### src/rtl/boot_pkg.sv
// Shared types and constants for the UART boot loader.
package boot_pkg;

  // Framing FSM states of the loader.
  typedef enum logic [2:0] {
    S_IDLE,
    S_LEN_LO,
    S_LEN_HI,
    S_DATA,
    S_CHECK,
    S_RUN,
    S_ERR
  } boot_state_t;

  // Bit-level states of the byte receiver.
  typedef enum logic [1:0] {
    RX_IDLE,
    RX_START,
    RX_DATA,
    RX_STOP
  } rx_state_t;

  localparam logic [7:0] SYNC_BYTE  = 8'hA5;
  localparam int         WORD_BYTES = 4;

endpackage

### src/rtl/uart_rx_byte.sv
// 8N1 UART byte receiver: 2-flop synchronizer, start-bit qualification at
// half a bit, data sampled at bit centres, stop bit checked at its centre.
module uart_rx_byte
  import boot_pkg::*;
#(
  parameter int DIV = 434
) (
  input  logic       clk,
  input  logic       reset,
  input  logic       rx,
  output logic [7:0] byte_data,
  output logic       byte_valid,
  output logic       frame_err
);

  localparam int CW = $clog2(DIV);
  localparam logic [CW-1:0] FULL_CNT = CW'(DIV - 1);
  localparam logic [CW-1:0] HALF_CNT = CW'(DIV / 2 - 1);

  logic            r_rx_meta;
  logic            r_rx_sync;
  logic            r_rx_prev;
  rx_state_t       r_state;
  logic [CW-1:0]   r_cnt;
  logic [2:0]      r_bit;
  logic [7:0]      r_shift;
  logic            r_byte_valid;
  logic            r_frame_err;

  // Bring the asynchronous line into the clock domain; keep one extra stage
  // so a falling edge can be seen. Idle level is high.
  // NOTE: non-blocking assignments make every flop sample pre-edge values,
  // which is what turns these three lines into a shift chain.
  always_ff @(posedge clk or negedge reset) begin
    if (!reset) begin
      r_rx_meta <= 1'b1;
      r_rx_sync <= 1'b1;
      r_rx_prev <= 1'b1;
    end else begin
      r_rx_meta <= rx;
      r_rx_sync <= r_rx_meta;
      r_rx_prev <= r_rx_sync;
    end
  end

  // Bit timing and byte assembly; emits one-cycle valid / framing-error pulses.
  always_ff @(posedge clk or negedge reset) begin
    if (!reset) begin
      r_state      <= RX_IDLE;
      r_cnt        <= '0;
      r_bit        <= '0;
      r_shift      <= '0;
      r_byte_valid <= 1'b0;
      r_frame_err  <= 1'b0;
    end else begin
      r_byte_valid <= 1'b0;
      r_frame_err  <= 1'b0;
      case (r_state)
        RX_IDLE: begin
          if (r_rx_prev && !r_rx_sync) begin
            r_state <= RX_START;
            r_cnt   <= '0;
          end
        end
        RX_START: begin
          if (r_cnt == HALF_CNT) begin
            r_cnt   <= '0;
            r_bit   <= '0;
            // A start bit that is high again at mid-bit was a glitch.
            r_state <= r_rx_sync ? RX_IDLE : RX_DATA;
          end else begin
            r_cnt <= r_cnt + 1'b1;
          end
        end
        RX_DATA: begin
          if (r_cnt == FULL_CNT) begin
            r_cnt   <= '0;
            r_shift <= {r_rx_sync, r_shift[7:1]};
            if (r_bit == 3'd7) r_state <= RX_STOP;
            else               r_bit   <= r_bit + 1'b1;
          end else begin
            r_cnt <= r_cnt + 1'b1;
          end
        end
        RX_STOP: begin
          if (r_cnt == FULL_CNT) begin
            r_cnt        <= '0;
            r_state      <= RX_IDLE;
            r_byte_valid <= r_rx_sync;
            r_frame_err  <= !r_rx_sync;
          end else begin
            r_cnt <= r_cnt + 1'b1;
          end
        end
        default: r_state <= RX_IDLE;
      endcase
    end
  end

  assign byte_data  = r_shift;
  assign byte_valid = r_byte_valid;
  assign frame_err  = r_frame_err;

endmodule

### src/rtl/uart_boot_loader.sv
// UART boot loader: parses A5/LEN/data/CSUM frames, writes instruction
// memory word by word and releases the core once the checksum matches.
module uart_boot_loader
  import boot_pkg::*;
#(
  parameter int CLK_FREQ   = 50_000_000,
  parameter int BAUD       = 115200,
  parameter int IMEM_WORDS = 256
) (
  input  logic        clk,
  input  logic        reset,
  input  logic        rx,
  output logic        imem_we,
  output logic [31:0] imem_addr,
  output logic [31:0] imem_wdata,
  output logic        core_reset,
  output logic        busy,
  output logic        done,
  output logic        error
);

  localparam int DIV = CLK_FREQ / BAUD;

  logic [7:0]  w_byte_data;
  logic        w_byte_valid;
  logic        w_frame_err;
  logic [15:0] w_len;

  boot_state_t r_state;
  logic [7:0]  r_len_lo;
  logic [15:0] r_len;
  logic [15:0] r_word_cnt;
  logic [1:0]  r_byte_idx;
  logic [23:0] r_word;
  logic [7:0]  r_csum;
  logic        r_imem_we;
  logic [31:0] r_imem_addr;
  logic [31:0] r_imem_wdata;
  logic        r_core_reset;
  logic        r_busy;
  logic        r_done;
  logic        r_error;

  uart_rx_byte #(.DIV(DIV)) u_rx (
    .clk        (clk),
    .reset      (reset),
    .rx         (rx),
    .byte_data  (w_byte_data),
    .byte_valid (w_byte_valid),
    .frame_err  (w_frame_err)
  );

  assign w_len = {w_byte_data, r_len_lo};

  // Framing FSM with word assembly, address counter, checksum and registered outputs.
  always_ff @(posedge clk or negedge reset) begin
    if (!reset) begin
      r_state      <= S_IDLE;
      r_len_lo     <= '0;
      r_len        <= '0;
      r_word_cnt   <= '0;
      r_byte_idx   <= '0;
      r_word       <= '0;
      r_csum       <= '0;
      r_imem_we    <= 1'b0;
      r_imem_addr  <= '0;
      r_imem_wdata <= '0;
      r_core_reset <= 1'b1;
      r_busy       <= 1'b0;
      r_done       <= 1'b0;
      r_error      <= 1'b0;
    end else begin
      r_imem_we <= 1'b0;
      case (r_state)
        S_IDLE, S_RUN, S_ERR: begin
          // Sync byte (re)arms a load from address 0 with a fresh checksum.
          if (w_byte_valid && w_byte_data == SYNC_BYTE) begin
            r_state      <= S_LEN_LO;
            r_word_cnt   <= '0;
            r_byte_idx   <= '0;
            r_csum       <= '0;
            r_core_reset <= 1'b1;
            r_busy       <= 1'b1;
            r_done       <= 1'b0;
            r_error      <= 1'b0;
          end
        end
        default: begin
          if (w_frame_err) begin
            r_state <= S_ERR;
            r_busy  <= 1'b0;
            r_error <= 1'b1;
          end else if (w_byte_valid) begin
            case (r_state)
              S_LEN_LO: begin
                r_len_lo <= w_byte_data;
                r_state  <= S_LEN_HI;
              end
              S_LEN_HI: begin
                r_len <= w_len;
                if ({16'd0, w_len} > 32'(IMEM_WORDS)) begin
                  r_state <= S_ERR;
                  r_busy  <= 1'b0;
                  r_error <= 1'b1;
                end else if (w_len == 16'd0) begin
                  r_state <= S_CHECK;
                end else begin
                  r_state <= S_DATA;
                end
              end
              S_DATA: begin
                r_csum <= r_csum + w_byte_data;
                if (r_byte_idx == 2'(WORD_BYTES - 1)) begin
                  // Little-endian: the last byte received is the top byte.
                  r_imem_we    <= 1'b1;
                  r_imem_wdata <= {w_byte_data, r_word};
                  r_imem_addr  <= {14'd0, r_word_cnt, 2'b00};
                  r_word_cnt   <= r_word_cnt + 16'd1;
                  r_byte_idx   <= '0;
                  if (r_word_cnt + 16'd1 == r_len) r_state <= S_CHECK;
                end else begin
                  r_word     <= {w_byte_data, r_word[23:8]};
                  r_byte_idx <= r_byte_idx + 2'd1;
                end
              end
              S_CHECK: begin
                r_busy <= 1'b0;
                if (w_byte_data == r_csum) begin
                  r_state      <= S_RUN;
                  r_core_reset <= 1'b0;
                  r_done       <= 1'b1;
                end else begin
                  r_state <= S_ERR;
                  r_error <= 1'b1;
                end
              end
              default: r_state <= S_ERR;
            endcase
          end
        end
      endcase
    end
  end

  assign imem_we    = r_imem_we;
  assign imem_addr  = r_imem_addr;
  assign imem_wdata = r_imem_wdata;
  assign core_reset = r_core_reset;
  assign busy       = r_busy;
  assign done       = r_done;
  assign error      = r_error;

endmodule

### config.mk
export PLATFORM = sky130hd
export DESIGN_NAME = uart_boot_loader
export DESIGN_NICKNAME = d
export VERILOG_FILES = /design/src/rtl/boot_pkg.sv /design/src/rtl/uart_rx_byte.sv /design/src/rtl/uart_boot_loader.sv
export SDC_FILE = /design/constraint.sdc
export NUM_CORES = 1
export LEC_CHECK = 0
export ABC_AREA = 0
export BUFFER_PORTS_ARGS = -buffer_cell sky130_fd_sc_hd__buf_2
export CORE_MARGIN = 2
export CORE_UTILIZATION = 54
export CTS_BUF_LIST = sky130_fd_sc_hd__clkbuf_16
export DETAILED_ROUTE_END_ITERATION = 7
export GPL_TIMING_DRIVEN = 1
export PLACE_DENSITY_LB_ADDON = 0.08
export SLEW_MARGIN = 20
export SYNTH_ARGS = -nofsm -noshare
export SYNTH_HDL_FRONTEND = slang
export SYNTH_HIERARCHICAL = 1
export SYNTH_SLANG_ARGS = --single-unit
export TNS_END_PERCENT = 1
### constraint.sdc
create_clock -name clk -period 2.46 [get_ports clk]
set_clock_uncertainty 0.15 [all_clocks]
set_input_delay 0.123 -clock clk [delete_from_list [all_inputs] [get_ports clk]]
set_output_delay 0.123 -clock clk [all_outputs]
set_load 0.01 [all_outputs]
# Word-level counts from Yosys, hierarchy flattened
# Cells that the tools add are included.
word_totals:
  reg_bits: 157
  inputBits: 3
  wordCells: 163
op_classes:
  n_addsub: 5
  order_cmp: 1
  eq_ne: 28
  n_mux: 74
  bitwise_logic: 3
  n_reduce_logical: 29
op_table:
  columns: ["cell", "count"]
  rows:
  - ["16-bit 2-to-1 mux", 6]
  - ["8-bit 2-to-1 mux", 5]
  - ["3-bit 2-to-1 mux", 11]
  - ["1-bit 2-to-1 mux", 30]
  - ["5-bit AND reduction", 6]
  - ["9-bit 2-to-1 mux", 3]
  - ["9-bit case mux with 3 select lines", 1]
  - ["2-bit 2-to-1 mux", 13]
  - ["4-bit AND reduction", 6]
  - ["16-bit by 1-bit adder with 16-bit output (second input constant)", 1]
  - ["16-bit equality test", 1]
  - ["16-bit by 9-bit greater-than comparator with 1-bit output (second input constant)", 1]
  - ["16-bit zero test", 1]
  - ["3-bit equality test (second input constant)", 4]
  - ["4-bit by 3-bit inequality test with 1-bit output (second input constant)", 3]
  - ["3-bit case mux with 4 select lines", 1]
  - ["2-bit nonzero test", 6]
  - ["2-bit by 1-bit inequality test with 1-bit output (second input constant)", 5]
  - ["9-bit by 1-bit adder with 9-bit output (second input constant)", 1]
  - ["9-bit by 8-bit equality test with 1-bit output (second input constant)", 1]
  - ["9-bit equality test (second input constant)", 1]
  - ["8-bit adder", 1]
  - ["8-bit equality test", 1]
  - ["8-bit equality test (second input constant)", 1]
  - ["21 further kinds", 30]

# Logic depth before layout (Yosys ltp)
logic_depth:
  word_depth: 8
  ltp_mapped: 10
  ltp_nobuf: 9

# By module
# The synthesis kept the hierarchy.
modules_own_cells:
  columns: ["module", "n_inst", "cells_per_inst", "area_per_inst_um2", "seq_area_each_um2"]
  rows:
  - ["uart_boot_loader", 1, 595, 6438.7, 3254.4]
  - ["uart_rx_byte", 1, 125, 1426.4, 679.4]

# Worst setup path after synthesis
# OpenSTA, ideal clock, no wires.
synth_timing:
  path_kind: "register -> register"
  start: "reg r_word_cnt[1]"
  end: "reg r_state[0] (netlist name)"
  arrival_time_ns: 2.114
  required_ns: 2.181
  slack_ns: 0.067
  stages_incl_launch_ff: 11
  path_cell_list: "dfrtp_1 > ha_1 > buf_2 > nand3_2 > o21a_1 > or3_1 > a21bo_1 > a22oi_1 > a31oi_1 > o211ai_1 > a21oi_1"
synth_rtl:
  columns: ["element", "line_no", "source"]
  rows:
  - ["start: declaration", "uart_boot_loader.sv:32", "logic [15:0] r_word_cnt;"]
  - ["start signal: assignment", "uart_boot_loader.sv:118", "r_word_cnt <= r_word_cnt + 16'd1;"]

==> results by group <==
Global route
  – Routing usage on met2: 36.5%
  – Largest net degree at the start of global routing: between 60 and 70
  – Vias in the first global route: 5,677
  – Met3 Use GR: 3.82%
  – Met1 global-route usage: 32.0%
  – GR Overflow Total: 0
  – GRT Total Usage: 22.9%
  – GR peak layer: met2
  – Antenna violations before repair: 0
  – First-pass GRT wire length: between 20,000 and 30,000 µm

Worst setup path
  – Critical Path End Type: flip-flop
  – Crit path max-delay cell type: dfrtp_1
  – Number of cells on the critical path: 10
  – Worst r2r path cells: 10
  – CP Class: flip-flop to flip-flop
  – CP cell instances: buf_6, nand4_4, nor4_4, buf_4, o211a_1, a211oi_1, a21oi_2, a31oi_1, o211ai_1, a21oi_1
  – WP buf/inv: 2
  – Worst endpoint required time: roughly 2.6 ns
  – CP arrival: ~2.6 ns
  – CP top delay family: compound AO/OA/AOI/OAI gates
  – Max Fanout on Critical Path: 8
  – Critical path startpoint category: flip-flop
  – Max incr delay on CP: 0.40 ns

Timing
  – Final Critical Period: 2.41 ns
  – Slew headroom: 55.0%
  – Max frequency: slightly above 400 MHz
  – Setup Viol. Count Final: 0
  – RSZ-0062 raised after global routing: true
  – Fin crit share: 97.8%
  – Worst-Margin Slew: 0.674 ns
  – Count of pins over their slew limit: 0
  – Final hold violations: 0

Synthesis
  – Top FF cell, synth: dfrtp_1
  – Sequential area share after synthesis: 50.0%
  – Yosys cell types: 82
  – Cells after Synth: approximately 700
  – Syn_area_per_cell: 10.9 µm²
  – Number of synthesized flops with an enable pin: 0
  – Mapped Area: 7870 µm²
  – Yosys warning count: 6
  – Async S/R FF share, synth: 100%
  – Register bit count reported by yosys: 157

Final layout
  – Post-route cell area: 9240 µm²
  – P&R area growth vs syn: 17.5%
  – Fillers: approximately 1,200
  – Multi-input logic area: 3670 µm²
  – Share of layout cells above drive strength 1: 30.2%
  – Layout Nets: roughly 840
  – FF+latch area: 3940 µm²
  – Antenna cells: 0
  – Fin cells: 1,015

CTS
  – Cts bufs inserted: 17
  – Clock sinks: 157
  – Root Buffer: clkbuf_16
  – H-Tree Depth: 4
  – CTS clk-pin slew, worst paths: around 0.060 ns
  – CTS tree: yes
  – Maximum clock insertion buffer count: 2
  – Clk_lat worst skew: about 0.43 ns

Power
  – Leakage: between 4 and 5 nW
  – Pwr Density: 618 nW/µm²
  – VDD IR max: between 0.5 and 0.6 mV

Die
  – Starting Density: 54.7%
  – Total core area: between 10,000 and 15,000 µm²
  – Chip width: 125 µm
  – Die footprint: 15,500 µm²
  – Row count: 44
  – I/O pin cnt: 72
  – Die height: 125 µm

Route
  – DR vias/cell: around 5.6
  – WL/cell: 16.8 µm
  – 1st-pass router iterations: 5
  – Antenna viol nets, final: 0
  – Post-Route WL: between 15,000 and 20,000 µm
  – Via Count: about 5,700
  – DRC: 0
  – DR iter-0 viols: 343

Placed design
  – Post-Place Cells: 977
  – Post-DP Area: 8530 µm²
  – Gpl congestion: 0.867
  – DP HPWL: 12,000 µm
  – IO buf count: 55

Status
  – Status: finished clean

Flow run
  – Max cap viols: 0

Worst hold path
  – Hold Path Class: input pin to asynchronous set/reset pin
[registers in the layout (all words and copies together), names as in the netlist, 2 cells and up, named ones only]
register and count:
r_word_cnt 16, imem_addr 16, r_byte_idx 2, u_rx/r_bit 3, r_state 3, r_csum 8, imem_wdata 32, r_len_lo 8
r_len 16, r_word 24, u_rx/r_cnt 9, u_rx/byte_data 8
[final cells by class]
| type | count | share of cell area (%) |
|---|---|---|
| Clock buffer | 17 | 4.60 |
| Clock inverter | 15 | 1.86 |
| Inverter | 15 | 0.609 |
| Multi-Input combinational cell | 515 | 39.7 |
| Sequential cell | 157 | 42.6 |
| Tap cell | 184 | 2.49 |
| Timing Repair Buffer | 112 | 8.08 |
[power breakdown]
part | internal [mW] | leakage, nW | switching (mW)
clock | 1.59 | 0.298 | 1.04
sequential | 2.65 | 2.16 | 0.114
combinational | 0.138 | 2.38 | 0.181
[per-stage QoR]
step	worst slack, ns	utilization [%]	setup TNS, ns	hold slack [ns]	power [mW]
6_report	0.0536	64.3	0	0.0990	5.71
5_1_grt	-0.0659	64.3	-0.0659	0.167	5.98
4_1_cts	0.000638	63.8	0	0.125	5.78
3_5_place_dp	0.0225	59.4	0	0.0109	3.13
3_3_place_gp	0.0733	59.4	0	0.000145	3.10
2_1_floorplan	0.0672	-	0	-0.323	3.06
[worst paths after layout]
kind	startpoint	slack (ns)	end
min	reset	0.1	imem_wdata[4]
min in group clk	rx	0.18	u_rx/r_rx_meta
min reg2reg	u_rx/r_rx_meta	0.21	u_rx/r_rx_sync
max reg2reg	r_word_cnt[0]	0.05	r_state[0]
max in group asynchronous	reset	1.27	u_rx/r_rx_meta
max	r_word_cnt[0]	0.05	r_state[0]
[timing repair]
action,4_1_cts,5_1_grt
hold endpoints to repair,63,0
hold buffers,2,0
pin swaps,0,9
setup buffers,0,4
endpoints found under the setup margin,1,4
gates resized for setup,4,10
[synthesized netlist by cell type, drive strengths merged (14+ instances only)]
cell   number  area share, %
a21oi      14           0.99
buf        36            3.4
o21ai      35            2.3
inv        15           0.72
nor2       33            1.6
dfrtp     153             49
nand2     123            5.9
mux2       79             12
ha         14            2.2
xnor2      14            1.6
nand3      23            2.1
[cells by family after synthesis]
group | count (synthesis) | share of synthesized area [%]
AND/OR/NAND/NOR | 251 | 16.8
adder cells (fa/ha/maj) | 16 | 2.74
multiplexers | 83 | 12.2
XOR/XNOR | 26 | 2.90
buffers and inverters | 63 | 4.65
AO/OA/AOI/OAI | 123 | 10.7
other | 1 | 0.0477
flip-flops | 157 | 50.0
[layer usage]
layer  share of wire (%)  up-vias
met5                   0        -
met4                 1.5        0
met3                 2.8       19
met2                  48      121
met1                  47     2858
li1                    -     2718
[placed cells by master (no fill, tap or decap), drive strengths merged, types with 6 or more instances in the layout]
cell | synthesis | layout
o22ai | 8 | 8
clkbuf | 12 | 17
ha | 14 | 14
mux2 | 79 | 79
o21ai | 35 | 35
nor2 | 33 | 33
or3 | 6 | 6
nor3 | 12 | 12
nand2 | 123 | 123
a21oi | 14 | 14
xor2 | 12 | 12
a31oi | 7 | 7
o31ai | 10 | 10
clkinv | 0 | 7
a21o | 6 | 6
a22o | 8 | 8
inv | 15 | 19
buf | 36 | 110
xnor2 | 14 | 14
dfrtp | 153 | 153
nor4 | 12 | 12
and2 | 6 | 6
conb | 1 | 16
nand3 | 23 | 23
(Power assumes the default switching activity.)
